`config.mk`:
```
export PLATFORM = sky130hd
export DESIGN_NAME = reg_mux_select_flat
export DESIGN_NICKNAME = d
export VERILOG_FILES = /design/src/rtl/reg_mux_select_if.sv /design/src/rtl/reg_mux_select.sv /design/src/flat_wrapper.sv
export SDC_FILE = /design/constraint.sdc
export NUM_CORES = 1
export LEC_CHECK = 0
export ABC_AREA = 1
export BUFFER_PORTS_ARGS = -buffer_cell sky130_fd_sc_hd__buf_2
export CAP_MARGIN = 20
export CORE_AREA = 2 2 39 41
export DETAILED_ROUTE_END_ITERATION = 16
export DIE_AREA = 0 0 41 43
export HOLD_SLACK_MARGIN = 0.1
export PLACE_DENSITY = 0.54
export SLEW_MARGIN = 20
export SYNTH_ARGS = -nofsm -noshare
export SYNTH_HDL_FRONTEND = slang
export SYNTH_SLANG_ARGS = --single-unit
export TNS_END_PERCENT = 10
```
`constraint.sdc`:
```
create_clock -name clk -period 1.95 [get_ports clk]
set_input_delay 0.39 -clock clk [delete_from_list [all_inputs] [get_ports clk]]
set_output_delay 0.39 -clock clk [all_outputs]
set_load 0.01 [all_outputs]
```
`src/rtl/reg_mux_select_if.sv`:
```
// Bundles the data, select and result signals of reg_mux_select.
// The slave modport is the selector block; master is whoever drives it.
interface reg_mux_select_if #(
    parameter int WIDTH = 1
);
    logic               en;
    logic [WIDTH-1:0]   i0;
    logic [WIDTH-1:0]   i1;
    logic               sel;
    logic [WIDTH-1:0]   i00;
    logic [WIDTH-1:0]   i01;
    logic [WIDTH-1:0]   i10;
    logic [WIDTH-1:0]   i11;
    logic               sel0;
    logic               sel1;
    logic [8*WIDTH-1:0] in8;
    logic [2:0]         sel8;
    logic [WIDTH-1:0]   out2;
    logic [WIDTH-1:0]   out4;
    logic [WIDTH-1:0]   out8;
    logic [WIDTH-1:0]   out2_q;
    logic [WIDTH-1:0]   out4_q;
    logic [WIDTH-1:0]   out8_q;

    modport slave (
        input  en, i0, i1, sel, i00, i01, i10, i11, sel0, sel1, in8, sel8,
        output out2, out4, out8, out2_q, out4_q, out8_q
    );

    modport master (
        output en, i0, i1, sel, i00, i01, i10, i11, sel0, sel1, in8, sel8,
        input  out2, out4, out8, out2_q, out4_q, out8_q
    );
endinterface

```
`src/rtl/reg_mux_select.sv`:
```
// Word-wide 2:1, 4:1 and 8:1 selectors, each with a combinational result
// for same-cycle reads and an enable-loaded registered copy for the pipeline.
module reg_mux_select #(
    parameter int WIDTH = 1
) (
    input  logic             clk,
    input  logic             reset,
    reg_mux_select_if.slave  bus
);

    // Single 2:1 slice; every wider selector is built out of these.
    function automatic logic [WIDTH-1:0] mux2(
        input logic             s,
        input logic [WIDTH-1:0] d0,
        input logic [WIDTH-1:0] d1
    );
        return s ? d1 : d0;
    endfunction

    // 4:1 slice as a tree of 2:1 slices; s[0] picks within a pair, s[1] between pairs.
    function automatic logic [WIDTH-1:0] mux4(
        input logic [1:0]       s,
        input logic [WIDTH-1:0] d0,
        input logic [WIDTH-1:0] d1,
        input logic [WIDTH-1:0] d2,
        input logic [WIDTH-1:0] d3
    );
        return mux2(s[1], mux2(s[0], d0, d1), mux2(s[0], d2, d3));
    endfunction

    logic [WIDTH-1:0] out2;
    logic [WIDTH-1:0] out4;
    logic [WIDTH-1:0] out8;
    logic [WIDTH-1:0] out8_lo;
    logic [WIDTH-1:0] out8_hi;

    logic [WIDTH-1:0] out2_d, out2_q;
    logic [WIDTH-1:0] out4_d, out4_q;
    logic [WIDTH-1:0] out8_d, out8_q;

    // Combinational selectors; the 8:1 is two 4:1 halves joined by a 2:1 on sel8[2].
    always_comb begin
        out2    = mux2(bus.sel, bus.i0, bus.i1);
        out4    = mux4({bus.sel1, bus.sel0}, bus.i00, bus.i01, bus.i10, bus.i11);
        out8_lo = mux4(bus.sel8[1:0],
                       bus.in8[0*WIDTH +: WIDTH], bus.in8[1*WIDTH +: WIDTH],
                       bus.in8[2*WIDTH +: WIDTH], bus.in8[3*WIDTH +: WIDTH]);
        out8_hi = mux4(bus.sel8[1:0],
                       bus.in8[4*WIDTH +: WIDTH], bus.in8[5*WIDTH +: WIDTH],
                       bus.in8[6*WIDTH +: WIDTH], bus.in8[7*WIDTH +: WIDTH]);
        out8    = mux2(bus.sel8[2], out8_lo, out8_hi);
    end

    // Next register values: load the live selector results when enabled, else hold.
    always_comb begin
        out2_d = out2_q;
        out4_d = out4_q;
        out8_d = out8_q;
        if (bus.en) begin
            out2_d = out2;
            out4_d = out4;
            out8_d = out8;
        end
    end

    // Pipeline copies; reset clears them and wins over the enable.
    always_ff @(posedge clk) begin
        if (reset) begin
            out2_q <= '0;
            out4_q <= '0;
            out8_q <= '0;
        end else begin
            out2_q <= out2_d;
            out4_q <= out4_d;
            out8_q <= out8_d;
        end
    end

    assign bus.out2   = out2;
    assign bus.out4   = out4;
    assign bus.out8   = out8;
    assign bus.out2_q = out2_q;
    assign bus.out4_q = out4_q;
    assign bus.out8_q = out8_q;

endmodule

```
`src/flat_wrapper.sv`:
```
// flat-port wrapper written by rule: the top's interface ports become plain ports
module reg_mux_select_flat 
#(
    parameter int WIDTH = 1
)
  (clk, reset, bus_en, bus_i0, bus_i1, bus_sel, bus_i00, bus_i01, bus_i10, bus_i11, bus_sel0, bus_sel1, bus_in8, bus_sel8, bus_out2, bus_out4, bus_out8, bus_out2_q, bus_out4_q, bus_out8_q);
  reg_mux_select_if #(.WIDTH(WIDTH)) bus_i ();
  input  logic clk;
  input  logic reset;
  input wire logic [$bits(bus_i.en)-1:0] bus_en;
  input wire logic [$bits(bus_i.i0)-1:0] bus_i0;
  input wire logic [$bits(bus_i.i1)-1:0] bus_i1;
  input wire logic [$bits(bus_i.sel)-1:0] bus_sel;
  input wire logic [$bits(bus_i.i00)-1:0] bus_i00;
  input wire logic [$bits(bus_i.i01)-1:0] bus_i01;
  input wire logic [$bits(bus_i.i10)-1:0] bus_i10;
  input wire logic [$bits(bus_i.i11)-1:0] bus_i11;
  input wire logic [$bits(bus_i.sel0)-1:0] bus_sel0;
  input wire logic [$bits(bus_i.sel1)-1:0] bus_sel1;
  input wire logic [$bits(bus_i.in8)-1:0] bus_in8;
  input wire logic [$bits(bus_i.sel8)-1:0] bus_sel8;
  output wire logic [$bits(bus_i.out2)-1:0] bus_out2;
  output wire logic [$bits(bus_i.out4)-1:0] bus_out4;
  output wire logic [$bits(bus_i.out8)-1:0] bus_out8;
  output wire logic [$bits(bus_i.out2_q)-1:0] bus_out2_q;
  output wire logic [$bits(bus_i.out4_q)-1:0] bus_out4_q;
  output wire logic [$bits(bus_i.out8_q)-1:0] bus_out8_q;
  assign bus_i.en = bus_en;
  assign bus_i.i0 = bus_i0;
  assign bus_i.i1 = bus_i1;
  assign bus_i.sel = bus_sel;
  assign bus_i.i00 = bus_i00;
  assign bus_i.i01 = bus_i01;
  assign bus_i.i10 = bus_i10;
  assign bus_i.i11 = bus_i11;
  assign bus_i.sel0 = bus_sel0;
  assign bus_i.sel1 = bus_sel1;
  assign bus_i.in8 = bus_in8;
  assign bus_i.sel8 = bus_sel8;
  assign bus_out2 = bus_i.out2;
  assign bus_out4 = bus_i.out4;
  assign bus_out8 = bus_i.out8;
  assign bus_out2_q = bus_i.out2_q;
  assign bus_out4_q = bus_i.out4_q;
  assign bus_out8_q = bus_i.out8_q;
  reg_mux_select #(.WIDTH(WIDTH)) u_core (.clk(clk), .reset(reset), .bus(bus_i));
endmodule
```
# Yosys cells after proc, flatten, opt, wreduce, memory -nomap -nowiden
# Cells that the tools add are included.
# Widths: inputs -> output; s select.
[classes]
n_mux = 11
[op_table]
columns = ["cell", "count"]
rows = [
  ["$mux 1", 11],
]
[totals]
inputBits = 23
elab_cells = 14
ff_bits = 3
out_inout_bits = 6

# Depth between registers and ports, before layout
[depth]
depth_word = 3
mapped_depth = 6
depth_no_buf = 6

# Worst setup path after synthesis
# No wires, ideal clock.
[synth_timing]
path_kind = "in2out"
startpoint = "input port bus_sel8[0]"
endpoint = "output port bus_out8"
t_required_ns = 1.560
n_path_buf = 0
path_slack_ns = 0.805
arrival_time_ns = 0.755
stages = 6
cell_sequence = "inv_2 > nand2_1 > nand3_1 > nand3_2 > nand2_2 > inv_1"
[synth_between]
elab_chain_len = 3
elab_cells_between_ends = 7
classes_between = "mux: 7"
[synth_lines]
columns = ["element", "line", "source"]
rows = [
  ["start: declaration", "flat_wrapper.sv:21", "input wire logic [$bits(bus_i.sel8)-1:0] bus_sel8;"],
  ["$mux 1 (2 in a row)", "reg_mux_select.sv:17", "return s ? d1 : d0;"],
  ["$mux 1 *", "reg_mux_select.sv:17", ""],
  ["end: declaration", "flat_wrapper.sv:24", "output wire logic [$bits(bus_i.out8)-1:0] bus_out8;"],
]
# Every way passes the cells marked *; elsewhere a longest branch is shown, timed or not.

# Worst setup path in the final report
# Ends and elaborated chain as after synthesis.

==> out/qor.csv <==
stage;metric;value;unit
clock_network;clockRootBuffer;clkbuf_4;
pwr;peakVddDrop;0.2915;mV
job;max_cap_viol_count;0;
pwr;cell_internal_pwr;0.0001824;W
floorplan;die_h;43;um
yosys;synth_compound_area_share;11.69;%
grt;grt_pass1_wl;1.324;mm
routing;drt_wl_total;708;um
clock_network;post_cts_resized;0;
clock_network;cts_tree;done;
routing;final_antenna_net_count;0;
yosys;synth_mux_area_share;3.896;%
yosys;synthSimpleGateAreaFrac;41.56;%
clock_network;ctsHoldBuffers;0;
yosys;synthCells;50;
grt;antenna_found_initial;0;
sta;drv_slew;0;
yosys;yosysWarningCount;0;
yosys;yosysTopAreaCell;dfxtp_1;
pwr;p_per_area;552.1;nW/um2
worst_setup_path;cp-start-kind;primary input;
sta;maxSlewHeadroom;87.10;%
worst_setup_path;worst_path_largest_cell_delay;0.13;ns
yosys;synth-xor-area-share;0;%
clock_network;cts-buffers-inserted;3;
yosys;seq_area_frac_synth;20.78;%
grt;grt_pass1_vias;392;
yosys;synth_edf_count;0;
cells_and_area;num_antenna_cells;0;
sta;max_freq;0.7030;GHz
yosys;avgSynthCellArea;5.781;um2
routing;wl_per_cell;7.224;um
grt;gr-usage-all-layers;11.35;%
yosys;netlist.area_leader.share;20.78;%
clock_network;post_cts_buffers;0;
yosys;postSynthNetCount;73;
floorplan;die_w;41;um
yosys;synthTopCellsByCount;inv_1, nand2_1, nand3_2;
routing;initialDrtViolationCount;2;
yosys;synth_top_family_by_area;simple AND/OR/NAND/NOR gates;
min_path;hold_path_class;in -> reg;
yosys;ys.flop_type;dfxtp_1;
worst_setup_path;cp.arrival;1.03;ns
cells_and_area;final_area;475.5;um2
pwr;pwr-share-clk;43.9;%
cells_and_area;syn_to_final_growth;64.50;%
yosys;synthArstFlopShare;0;%
floorplan;fp.dieArea;1763;um2
pwr;seqPwrFrac;26.0;%
clock_network;clk_pin_slew_worst_paths;0.04;ns
routing;viasPerCell;3.980;
routing;num_vias;390;
sta;rsz0062_at_grt;no;
yosys;yosys-top-cells-area;dfxtp_1, inv_1, nand2_1;
grt;grt_max_degree;7;
sta;finalSetupTns;0;ns
worst_setup_path;worstSetupEndpointType;output port;
sta;worstMarginPinSlew;0.1914;ns
floorplan;num_rows;14;
worst_setup_path;required;1.56;ns
pwr;power_leakage;0.3174;nW
sta;period_share;72.94;%
yosys;syn_area;289.0;um2
routing;drcViolationCount;0;
yosys;synth.most_common_cell;inv_1;
floorplan;core-area;1384;um2
clock_network;clk_latency;0.24;ns
worst_setup_path;path_class;in -> out;
pwr;total_power;0.0002625;W
worst_setup_path;crit_chain;buf_2, inv_2, nand2_1, nand3_1, nand3_2, nand2_2, inv_1, buf_2;
place;dp_hpwl;648.3;um
sta;fin_crit;1.422;ns
worst_setup_path;crit_top_cell;buf_2;
run_status;status;finished, final reports clean;
place;placed_cell_area;449.2;um2
clock_network;clockBufferDepth;2;
pwr;combPwrFrac;30.1;%
worst_setup_path;cp_slowest_cell;buf_2;
sta;finalClockSkew;0;ns
sta;hold_viol;0;
yosys;synth_fa_ha_area_share;0;%
sta;post-route-worst-setup-slack;0.5276;ns
clock_network;cts_sinks;3;
cells_and_area;drive_above_1_share;48.78;%
yosys;synth_seq_cells;3;
place;gp_congestion;0.6601;
worst_setup_path;critPathBufInv;4;
worst_setup_path;critPathMaxFanout;5;
floorplan;ios;29;
cells_and_area;final_util;34.36;%
routing;drt_first_pass_iters;2;
grt;overflow;0;
pwr;swShare;30.51;%
floorplan;start_util;20.89;%
clock_network;htreeDepth;1;
cells_and_area;nets;106;
place;preCtsSetupSlack;0.5210;ns
sta;setup_viol_count_final;0;
place;io_buffer_count;28;
worst_setup_path;cpLargestDelayFamily;buffers and inverters;
yosys;synth.distinct_cells;13;
pwr;p_switching;0.00008010;W
-- cell families (layout without fill, tap and decap cells) --
logic type             Yosys count  in the layout
buffers and inverters           17             49
and+or+nand+nor                 23             23
DFF                              3              3
AOI/OAI and AO/OA                6              6
muxes                            1              1
-- registers in the layout, summed over array words and instances (netlist names) --
name / flops
u_core.bus.out2_q: 1
u_core.bus.out4_q: 1
u_core.bus.out8_q: 1
-- area by class of cell --
class	instances	area, um2
inverter	17	63.81
fill	166	908.4
multi-input combinational	30	165.2
sequential	3	60.06
tap	16	20.02
clock buffer	4	26.28
timing repair buffer	28	140.1
-- worst paths after layout --
path                                  startpoint                             end  slack (ns)  cells past startpoint
hold / removal                            bus_en  u_core.bus.out8_q$_SDFFE_PP0P_        0.39                      2
setup / recovery                     bus_sel8[0]                        bus_out8        0.53                      8
hold reg to reg   u_core.bus.out8_q$_SDFFE_PP0P_  u_core.bus.out8_q$_SDFFE_PP0P_        0.52                      2
setup reg to reg  u_core.bus.out2_q$_SDFFE_PP0P_  u_core.bus.out2_q$_SDFFE_PP0P_        1.29                      4
-- worst reg2reg max path: cells and delay by family, from the launching register on --
kind	cells	cell delay (ns)
buf+inv	1	0.05
flops	1	0.30
simple gates	2	0.12
compound gates	1	0.07
-- metrics by stage --
step	cells	hold slack, ns
floorplan	50	0.4742
detailed placement	94	0.5179
global placement	94	0.5159
global route	98	0.4149
finish	98	0.3943
CTS	98	0.3893
-- power groups by stage --
stage	Sequential (W)	Clock, W	Combinational, W
final	0.0000684	0.000115	0.0000789
after global placement	0.0000693	0	0.0000791
after CTS	0.0000685	0.000120	0.0000808
after global routing	0.0000691	0.000128	0.0000914
after detailed placement	0.0000695	0	0.0000807
after floorplan	0.0000721	0	0.0000375
-- cells in the final DEF, fill, tap and decap left out --
master | synthesis | layout
o21ai_1 | 1 | 1
nand3_2 | 4 | 4
nand2_1 | 12 | 12
nand2_2 | 2 | 2
o21ai_0 | 2 | 2
dfxtp_1 | 3 | 3
clkbuf_1 | 0 | 1
nor2_1 | 2 | 2
a21oi_1 | 2 | 2
inv_1 | 16 | 16
inv_2 | 1 | 1
mux2_2 | 1 | 1
buf_2 | 0 | 28
a21oi_2 | 1 | 1
nand3_1 | 3 | 3
clkbuf_4 | 0 | 3
-- routing by layer --
metal	wire length (um)	track usage (%)	up-vias
met1	273	11.90	167
li1	-	-	212
met2	401	17.19	11
met3	34	6.283	0
met5	0	0	-
met4	0	6.000	0
Power figures use the tool's default switching activity.
